--- config.mk ---
export PLATFORM = sky130hd
export DESIGN_NAME = mem_access_unit
export DESIGN_NICKNAME = d
export VERILOG_FILES = /design/src/rtl/mem_pkg.sv /design/src/rtl/mem_align.sv /design/src/rtl/mem_access_unit.sv
export SDC_FILE = /design/constraint.sdc
export NUM_CORES = 1
export LEC_CHECK = 0
export CAP_MARGIN = 5
export CORE_MARGIN = 2
export CORE_UTILIZATION = 31
export CTS_CLUSTER_DIAMETER = 150
export DETAILED_ROUTE_END_ITERATION = 10
export GPL_TIMING_DRIVEN = 0
export PLACE_DENSITY = 0.61
export SLEW_MARGIN = 20
export SYNTH_ARGS = -nofsm -noshare
export SYNTH_HDL_FRONTEND = slang
export SYNTH_HIERARCHICAL = 1
export SYNTH_SLANG_ARGS = --single-unit
--- constraint.sdc ---
create_clock -name clk -period 2.3 [get_ports clk]
set_input_delay 0.46 -clock clk [delete_from_list [all_inputs] [get_ports clk]]
set_output_delay 0.46 -clock clk [all_outputs]
set_load 0.1 [all_outputs]
--- src/rtl/mem_pkg.sv ---
// Shared encodings for the data-memory access unit: access sizes, FSM states
// and the request legality check.
package mem_pkg;

  localparam logic [1:0] SZ_BYTE = 2'b00;
  localparam logic [1:0] SZ_HALF = 2'b01;
  localparam logic [1:0] SZ_WORD = 2'b10;
  localparam logic [1:0] SZ_ILL  = 2'b11;

  typedef enum logic [2:0] {
    ST_IDLE,
    ST_RD,
    ST_EXT,
    ST_MERGE,
    ST_WR,
    ST_ERR
  } state_e;

  // Illegal size, misaligned half/word, or beyond the end of data memory.
  function automatic logic req_is_err(input logic [1:0]  size,
                                      input logic [31:0] addr,
                                      input logic [31:0] limit);
    return (size == SZ_ILL) ||
           ((size == SZ_HALF) && addr[0]) ||
           ((size == SZ_WORD) && (addr[1:0] != 2'b00)) ||
           (addr >= limit);
  endfunction

endpackage

--- src/rtl/mem_align.sv ---
// Combinational lane logic: pick and extend a byte/half out of a memory word
// for loads, and splice store data into a memory word for sub-word stores.
module mem_align
  import mem_pkg::*;
(
  input  logic [1:0]  i_size,
  input  logic        i_signed,
  input  logic [1:0]  i_lane,
  input  logic [31:0] i_word,
  input  logic [15:0] i_wdata,
  output logic [31:0] o_load,
  output logic [31:0] o_merge
);

  logic [7:0]  w_byte;
  logic [15:0] w_half;

  always_comb begin
    w_byte  = i_word[{i_lane, 3'b000} +: 8];
    w_half  = i_lane[1] ? i_word[31:16] : i_word[15:0];
    o_load  = i_word;
    o_merge = i_word;
    case (i_size)
      SZ_BYTE: begin
        o_load = {{24{i_signed & w_byte[7]}}, w_byte};
        o_merge[{i_lane, 3'b000} +: 8] = i_wdata[7:0];
      end
      SZ_HALF: begin
        o_load = {{16{i_signed & w_half[15]}}, w_half};
        if (i_lane[1]) o_merge[31:16] = i_wdata;
        else           o_merge[15:0]  = i_wdata;
      end
      default: ;
    endcase
  end

endmodule

--- src/rtl/mem_access_unit.sv ---
// Single-outstanding load/store unit in front of a word-wide data memory.
// Sub-word stores are done as read-modify-write; illegal requests never touch memory.
module mem_access_unit
  import mem_pkg::*;
#(
  parameter int DM_WORDS = 128
) (
  input  logic        clk,
  input  logic        rst,
  input  logic        req_valid,
  output logic        req_ready,
  input  logic        req_write,
  input  logic [1:0]  req_size,
  input  logic        req_signed,
  input  logic [31:0] req_addr,
  input  logic [31:0] req_wdata,
  output logic        rsp_valid,
  output logic        rsp_err,
  output logic [31:0] rsp_rdata,
  output logic        dm_read,
  output logic        dm_write,
  output logic [31:0] dm_addr,
  output logic [31:0] dm_wdata,
  input  logic [31:0] dm_rdata
);

  localparam logic [31:0] ADDR_LIMIT = 32'(4 * DM_WORDS);

  state_e      r_state, w_next;
  logic        r_write, r_signed;
  logic [1:0]  r_size;
  logic [31:0] r_addr, r_wdata;
  logic        r_rsp_valid, r_rsp_err;
  logic [31:0] r_rsp_rdata;
  logic        w_accept, w_err;
  logic [31:0] w_load, w_merge;

  assign req_ready = (r_state == ST_IDLE) && !rst;
  assign w_accept  = req_valid && req_ready;
  assign w_err     = req_is_err(req_size, req_addr, ADDR_LIMIT);

  always_comb begin
    w_next = r_state;
    case (r_state)
      ST_IDLE: begin
        if (w_accept) begin
          if (w_err)                                 w_next = ST_ERR;
          else if (req_write && req_size == SZ_WORD) w_next = ST_WR;
          else                                       w_next = ST_RD;
        end
      end
      ST_RD:   w_next = r_write ? ST_MERGE : ST_EXT;
      default: w_next = ST_IDLE;
    endcase
  end

  always_ff @(posedge clk) begin
    if (rst) r_state <= ST_IDLE;
    else     r_state <= w_next;
  end

  always_ff @(posedge clk) begin
    if (rst) begin
      r_write  <= 1'b0;
      r_signed <= 1'b0;
      r_size   <= SZ_BYTE;
      r_addr   <= '0;
      r_wdata  <= '0;
    end else if (w_accept) begin
      r_write  <= req_write;
      r_signed <= req_signed;
      r_size   <= req_size;
      r_addr   <= req_addr;
      r_wdata  <= req_wdata;
    end
  end

  // Every terminal state reports in the cycle after it; only loads carry data.
  always_ff @(posedge clk) begin
    if (rst) begin
      r_rsp_valid <= 1'b0;
      r_rsp_err   <= 1'b0;
      r_rsp_rdata <= '0;
    end else begin
      r_rsp_valid <= (r_state == ST_EXT) || (r_state == ST_MERGE) ||
                     (r_state == ST_WR)  || (r_state == ST_ERR);
      r_rsp_err   <= (r_state == ST_ERR);
      r_rsp_rdata <= (r_state == ST_EXT) ? w_load : '0;
    end
  end

  mem_align u_align (
    .i_size   (r_size),
    .i_signed (r_signed),
    .i_lane   (r_addr[1:0]),
    .i_word   (dm_rdata),
    .i_wdata  (r_wdata[15:0]),
    .o_load   (w_load),
    .o_merge  (w_merge)
  );

  // Strobes are masked by rst so a reset mid-transaction cannot commit a write.
  assign dm_read  = !rst && (r_state == ST_RD);
  assign dm_write = !rst && ((r_state == ST_MERGE) || (r_state == ST_WR));
  assign dm_addr  = {r_addr[31:2], 2'b00};
  assign dm_wdata = (r_state == ST_WR)    ? r_wdata :
                    (r_state == ST_MERGE) ? w_merge : '0;

  assign rsp_valid = r_rsp_valid;
  assign rsp_err   = r_rsp_err;
  assign rsp_rdata = r_rsp_rdata;

endmodule

==> flow_metrics.py, run 1 <==
metrics = {
    "outcome": {
        "violations": "negative setup slack",
        "status": "complete, but fails checks",
    },
    "yosys": {
        "synth.avg_cell_area_um2": 9.22,
        "yosysWarningCount": 6,
        "ys_types": 56,
        "synth-seq-area-share_pct": 33.6,
        "syn_inst": 679,
        "synth_top_area_share_pct": 33.6,
        "syn_area_um2": 6260,
        "synthTopCellsByArea": "dfxtp_1 34%, mux2_2 11%, nor2b_1 7.8%",
        "synth_seq_cells": 105,
        "yosysTopAreaCell": "dfxtp_1",
    },
    "timing": {
        "report.final.hold_viol_count": 0,
        "slew_headroom_pct": 33.3,
        "min_period_ns": 2.94,
        "fin_crit_sh_pct": 128,
        "finalWorstSetupSlack_ns": -0.641,
        "max_freq_ghz": 0.340,
        "setup_viol": 32,
        "rsz0062_at_grt": "yes",
        "slew_violations": 0,
        "skew_ns": 0.0110,
        "tightest_slew_ns": 0.998,
    },
    "global_routing": {
        "grt_pass1_wl_um": 33900,
        "globalRouteOverflowTotal": 0,
        "grt_max_degree": 19,
        "grt_pass1_vias": 5786,
        "groute.usage.overall_pct": 20.4,
        "antenna_found_initial": 0,
    },
    "placement": {
        "hpwl_um": 17100,
        "place_area_um2": 9010,
        "place_ws_ns": -1.42,
        "place_inst": 1146,
        "place_congestion": 0.910,
        "portBuffers": 201,
    },
    "cells_and_area": {
        "layout.cells.non_filler": 1177,
        "final_nets": 1015,
        "fill_cells": 1887,
        "layout-drive-gt1-share_pct": 31.9,
        "finalInstanceArea_um2": 9930,
        "post-route-util_pct": 50.5,
        "area_growth_pct": 58.5,
        "diodes": 0,
    },
    "worst_setup_path": {
        "cp_data_arrival_time_ns": 2.48,
        "cp-end-kind": "output port",
        "crit_fanout": 7,
        "r2r_slack_ns": 0.36,
        "critPathRequiredTime_ns": 1.84,
        "crit_type": "flip-flop to output port",
        "start_kind": "flip-flop",
    },
    "clock_network": {
        "cts_max_path_buffers": 2,
        "cts_buffers": 9,
        "htreeDepth": 3,
        "numClockSinks": 105,
        "clock_latency_ns": 0.37,
        "clk_pin_slew_ns": 0.08,
        "cts_tree": "built",
        "cts-root-buf": "clkbuf_16",
        "ctsHoldBuffers": 0,
    },
    "routing": {
        "drc_errors": 0,
        "wirelength_um": 22300,
        "wl_per_cell_um": 18.9,
        "dr.pass1.iters": 5,
        "drt_iter0_drc": 364,
        "ant_nets": 0,
        "vias_per_cell": 5.00,
        "vias": 5888,
    },
    "die": {
        "die-area_um2": 21400,
        "die_w_um": 146,
        "dieHeight_um": 146,
        "start_util_pct": 31.9,
        "core_area_um2": 19700,
        "rows": 51,
        "top_level_ports": 204,
    },
    "hold_path": {
        "hp-class": "flip-flop to flip-flop",
    },
    "pwr": {
        "power_density_nw_per_um2": 556,
        "p_leak_nw": 4.43,
        "vdd_ir_drop_max_uv": 351,
    },
    "run": {
        "max_cap_violations": 0,
    },
}
[worst paths after layout]
| check | start | endpoint | cells past startpoint |
|---|---|---|---|
| hold reg to reg | r_state[2]$_SDFFE_PP0P_ | rsp_err$_SDFF_PP0_ | 2 |
| setup / recovery | r_addr[1]$_SDFFE_PP0P_ | dm_wdata[9] | 10 |
| hold / removal | r_state[2]$_SDFFE_PP0P_ | rsp_err$_SDFF_PP0_ | 2 |
| setup reg to reg | r_addr[1]$_SDFFE_PP0P_ | rsp_rdata[21]$_SDFF_PP0_ | 8 |
[timing repair]
| action | in CTS | in global routing |
|---|---|---|
| resized for setup | 358 | 57 |
| pin swaps | 27 | 12 |
| hold endpoints to repair | 0 | 0 |
| buffers inserted | 10 | 6 |
| setup endpoints to repair | 69 | 43 |
[layer usage]
metal,track usage (%),up-vias,wire [um]
met1,26.8,2789,9880
met2,34.2,214,10700
met4,5.97,0,387
met3,3.78,23,1340
met5,0,-,0
li1,-,2862,-
[report_power, final]
part	leakage (nW)	switching, mW	internal [mW]	total (mW)
clock	0.128	0.748	0.742	1.49
combinational	3.44	1.17	0.827	2.00
sequential	0.861	0.104	1.93	2.03
[synth_stat cells (all sizes together)]
| cell type | number |
|---|---|
| a221o | 27 |
| clkinv | 1 |
| and2b | 1 |
| a21boi | 14 |
| nor4 | 7 |
| a221oi | 8 |
| a21oi | 4 |
| o211a | 1 |
| and2 | 41 |
| nand2b | 17 |
| nand4bb | 3 |
| o22a | 1 |
| nor3b | 5 |
| a31oi | 4 |
| clkbuf | 27 |
| dfxtp | 105 |
| or3b | 8 |
| inv | 10 |
| or2 | 2 |
| mux2 | 68 |
| ha | 5 |
| a2bb2oi | 1 |
| mux2i | 4 |
| a211oi | 7 |
| nor2b | 78 |
| or4bb | 1 |
| nor2 | 13 |
| o211ai | 8 |
| nor3 | 7 |
| nand3 | 24 |
| xnor2 | 1 |
| o21ai | 19 |
| and4 | 1 |
| nor4bb | 2 |
| or4b | 3 |
| o22ai | 1 |
| o21bai | 2 |
| nand2 | 43 |
| a32oi | 6 |
| conb | 1 |
| nand3b | 8 |
| or4 | 1 |
| buf | 57 |
| a22o | 32 |
[cells by family after synthesis]
group	count (synthesis)	share of synthesized area (%)
flip-flops	105	33.6
other	1	0.0599
multiplexers	72	13.4
adder cells (fa/ha/maj)	5	0.999
XOR/XNOR	1	0.140
AND/OR/NAND/NOR	265	26.1
AO/OA/AOI/OAI	135	17.2
buffers and inverters	95	8.47
[per-stage QoR]
stage | power, mW | TNS (ns) | hold WS, ns
global placement | 3.93 | -58.54 | 0.501
CTS | 5.50 | -18.36 | 0.517
floorplan | 3.36 | -3.92 | 0.472
detailed placement | 3.94 | -59.84 | 0.504
global route | 5.75 | -21.10 | 0.541
finish | 5.52 | -18.44 | 0.514
[cell type report]
class                           count  area [um^2]  area share (%)
Clock inverter                      7         53.8           0.542
Buffer                             84          574            5.78
Timing Repair Buffer              216         2450            24.7
Inverter                           11         48.8           0.491
Multi-Input combinational cell    480         4130            41.6
Clock buffer                        9          225            2.27
Tap cell                          265          332            3.34
Sequential cell                   105         2110            21.3
[placed cells by master (no fill, tap or decap), types with 8 or more instances in the layout]
| cell type | count |
|---|---|
| clkdlybuf4s50_1 | 121 |
| dfxtp_1 | 101 |
| nor2b_1 | 77 |
| mux2_2 | 59 |
| buf_4 | 51 |
| and2_1 | 41 |
| nand2_1 | 41 |
| dlygate4sd2_1 | 35 |
| buf_12 | 34 |
| a22o_4 | 32 |
| a221o_1 | 27 |
| nand2b_1 | 16 |
| o21ai_0 | 15 |
| a21boi_0 | 14 |
| nand3_1 | 14 |
| clkbuf_1 | 13 |
| buf_2 | 13 |
| nor2_1 | 12 |
| dlymetal6s2s_1 | 10 |
| nand3_2 | 10 |
| mux2_4 | 9 |
| clkbuf_16 | 9 |
| inv_1 | 8 |
| nand3b_1 | 8 |
| or3b_2 | 8 |
| o211ai_1 | 8 |
[flip-flops by register name, summed over array words and instances, names as in the netlist]
name,cells
r_addr,32
r_signed,1
r_size,2
r_state,3
r_wdata,32
r_write,1
rsp_err,1
rsp_rdata,32
rsp_valid,1
[critical path: stages, from the launching register on]
cell	delay (ns)
dfxtp_4	0.36
buf_6	0.10
clkinvlp_4	0.14
ha_4	0.29
buf_4	0.14
nand4bb_4	0.10
nor3_4	0.06
buf_12	0.13
a221o_1	0.35
a22o_4	0.27
buf_12	0.16
No activity file was read; power rests on OpenSTA's default activity.
==> run 2: changes to the inputs <==
--- a/config.mk
+++ b/config.mk
@@ -10,6 +10,7 @@
 export CORE_UTILIZATION = 31
 export CTS_CLUSTER_DIAMETER = 150
 export DETAILED_ROUTE_END_ITERATION = 10
+export GPL_ROUTABILITY_DRIVEN = 0
 export GPL_TIMING_DRIVEN = 0
 export PLACE_DENSITY = 0.61
 export SLEW_MARGIN = 20
==> results of run 2 <==
Same layout as run 1: the final DEF is identical, and so are final timing and power.
==> run 3: changes to the inputs <==
--- a/config.mk
+++ b/config.mk
@@ -5,6 +5,7 @@
 export SDC_FILE = /design/constraint.sdc
 export NUM_CORES = 1
 export LEC_CHECK = 0
+export ABC_AREA = 1
 export CAP_MARGIN = 5
 export CORE_MARGIN = 2
 export CORE_UTILIZATION = 31
@@ -13,6 +14,7 @@
 export GPL_ROUTABILITY_DRIVEN = 0
 export GPL_TIMING_DRIVEN = 0
 export PLACE_DENSITY = 0.61
+export SETUP_SLACK_MARGIN = 0.1
 export SLEW_MARGIN = 20
 export SYNTH_ARGS = -nofsm -noshare
 export SYNTH_HDL_FRONTEND = slang
==> run 3 against run 2 <==
  * The flow still finishes with violations (negative setup slack)
  * Worst hold slack got worse by 0.062 ns
  * Global-route usage increased by 2.5 points
  * Die area increased by 0.68%
  * Largest cell class unchanged
==> flow_metrics.py, run 3 <==
metrics = {
    "cells_and_area": {
        "layout_commonest_cell": "nand2_1",
        "finalInstanceArea_um2": 10000,
        "diodes": 0,
        "area_growth_pct": 58.8,
        "layout.cells.non_filler": 1503,
        "layout-drive-gt1-share_pct": 22.1,
        "final_nets": 1336,
        "most-common-layout-cells": "259 x nand2_1, 119 x inv_1, 114 x o21ai_0",
    },
    "yosys": {
        "ys.flop_type": "dfxtp_1",
        "ys_types": 33,
        "synth_edf_count": 0,
        "synth.avg_cell_area_um2": 6.31,
        "synthTopCellsByArea": "dfxtp_1 33%, nand2_1 18%, o21ai_0 13%",
        "synth_commonest_cells": "295 x nand2_1, 161 x o21ai_0, 124 x inv_1, 105 x dfxtp_1, 50 x nor2_1",
        "syn_area_um2": 6310,
        "syn_inst": 999,
        "yosysWarningCount": 6,
        "synth.most_common_cell": "nand2_1",
        "synth_seq_cells": 105,
        "synth-seq-area-share_pct": 33.3,
        "yosysTopAreaCell": "dfxtp_1",
        "synth_top_area_share_pct": 33.3,
        "async_flop_share_pct": 0,
    },
    "timing": {
        "setup_viol": 32,
        "tns_ns": -12.37,
        "fin_crit_sh_pct": 120,
        "slew_violations": 0,
        "skew_ns": 0.0101,
        "slew_headroom_pct": 32.2,
        "tightest_slew_ns": 1.02,
        "min_period_ns": 2.76,
        "max_freq_ghz": 0.362,
        "finalWorstSetupSlack_ns": -0.463,
        "report.final.hold_viol_count": 0,
        "rsz0062_at_grt": "yes",
    },
    "clock_network": {
        "ctsHoldBuffers": 0,
        "cts-root-buf": "clkbuf_16",
        "cts_max_path_buffers": 2,
        "clk_pin_slew_ns": 0.08,
        "numClockSinks": 105,
        "htreeDepth": 3,
        "clock_latency_ns": 0.36,
        "cts_buffers": 9,
        "cts_tree": "built",
    },
    "placement": {
        "place_inst": 1470,
        "place_area_um2": 8940,
        "hpwl_um": 19000,
        "place_ws_ns": -1.42,
        "portBuffers": 200,
    },
    "routing": {
        "drc_errors": 0,
        "vias_per_cell": 4.90,
        "wl_per_cell_um": 16.8,
        "dr.pass1.iters": 8,
        "vias": 7368,
        "drt_iter0_drc": 781,
        "ant_nets": 0,
        "wirelength_um": 25300,
    },
    "pwr": {
        "vdd_ir_drop_max_uv": 377,
        "power_density_nw_per_um2": 628,
        "p_leak_nw": 4.57,
    },
    "worst_setup_path": {
        "cp_data_arrival_time_ns": 2.30,
        "cp-end-kind": "output port",
        "crit_path_max_incr_delay_ns": 0.40,
        "cp_cell_sequence": "inv_4 -> buf_12 -> ha_4 -> inv_4 -> buf_4 -> nand3_4 -> o22ai_2 -> nand2_1 -> nand2_2 -> nand2_1 -> o21ai_2 -> buf_12",
        "start_kind": "flip-flop",
        "cpMaxStageDelayCell": "dfxtp_4",
        "crit_fanout": 8,
        "crit_type": "flip-flop to output port",
        "critPathRequiredTime_ns": 1.84,
    },
    "die": {
        "start_util_pct": 31.4,
        "top_level_ports": 204,
        "dieHeight_um": 147,
        "die-area_um2": 21500,
        "rows": 52,
        "die_w_um": 147,
        "core_area_um2": 20100,
    },
    "outcome": {
        "violations": "negative setup slack",
        "status": "complete, but fails checks",
    },
    "run": {
        "max_cap_violations": 0,
    },
    "global_routing": {
        "grt_pass1_vias": 6814,
        "groute.usage.overall_pct": 22.9,
        "grt_pass1_wl_um": 38400,
        "globalRouteOverflowTotal": 0,
        "grt_max_degree": 19,
        "antenna_found_initial": 0,
    },
    "hold_path": {
        "hp-class": "primary input to flip-flop",
    },
}
==> run 3: cell count changes after synthesis, sizes merged, moves of 27 or more <==
cell | previous run | this run
nand3 | 24 | 52
o21ai | 19 | 162
inv | 10 | 129
a22o | 32 | 0
a21oi | 4 | 49
nand2 | 43 | 300
and2 | 41 | 1
nor2 | 13 | 53
a221o | 27 | 0
mux2 | 68 | 0
nor2b | 78 | 0
==> run 3: worst max-delay path, delay by kind of cell (launching register included) <==
family                     cells  cell delay (ns)
DFF                            1             0.40
AOI/OAI and AO/OA              2             0.27
buffers and inverters          5             0.58
and+or+nand+nor                4             0.41
adders and majority gates      1             0.26
==> run 3: kinds of logic (layout without fill, tap and decap cells) <==
kind of cell	count (synthesis)	in the layout	share of synthesized area [%]
compound gates	249	249	21.1
simple gates	420	420	28.0
buf+inv	219	452	16.5
fa+ha+maj	5	5	0.992
other cells	1	2	0.0595
flops	105	105	33.3
==> run 3: through the flow <==
step,hold WS (ns),util [%],power [mW]
2_1_floorplan,0.451,-,3.67
3_3_place_gp,0.462,44.4,4.38
3_5_place_dp,0.469,44.4,4.38
4_1_cts,0.454,48.3,6.11
5_1_grt,0.489,49.8,6.53
6_report,0.452,49.8,6.29
==> run 3: worst paths after layout <==
check | startpoint | endpoint | slack, ns | cells after the start
hold reg to reg | r_wdata[18]$_SDFFE_PP0P_ | r_wdata[18]$_SDFFE_PP0P_ | 0.48 | 2
setup reg to reg | r_addr[1]$_SDFFE_PP0P_ | rsp_rdata[3]$_SDFF_PP0_ | 0.33 | 7
hold / removal | rst | rsp_err$_SDFF_PP0_ | 0.45 | 2
setup / recovery | r_addr[1]$_SDFFE_PP0P_ | dm_wdata[29] | -0.46 | 12
==> run 3: repair_timing <==
item / in CTS / in global routing
setup buffers: 8 / 10
gates resized for setup: 421 / 93
pin swaps: 13 / 16
setup endpoints to repair: 99 / 35
==> run 3: routing by layer <==
layer	vias to the layer above	GRT usage (%)	part of all wire (%)
li1	3608	-	-
met1	3264	28.8	41
met2	433	36.4	45
met3	63	7.09	11
met4	0	9.17	3.6
met5	-	0	0
==> run 3: layout make-up <==
| type | instances | area (um^2) |
|---|---|---|
| Clock buffer | 9 | 225 |
| Multi-Input combinational cell | 676 | 3760 |
| Sequential cell | 105 | 2120 |
| Timing Repair Buffer | 218 | 2400 |
| Buffer | 88 | 588 |
| Inverter | 130 | 508 |
| Tap cell | 270 | 338 |
| Clock inverter | 7 | 76.3 |
| Fill cell | 2052 | 10100 |
==> run 3: power by group <==
group	switching [mW]	internal [mW]
Clock	0.785	0.858
Sequential	0.111	1.95
Combinational	1.74	0.843
Total	2.64	3.65
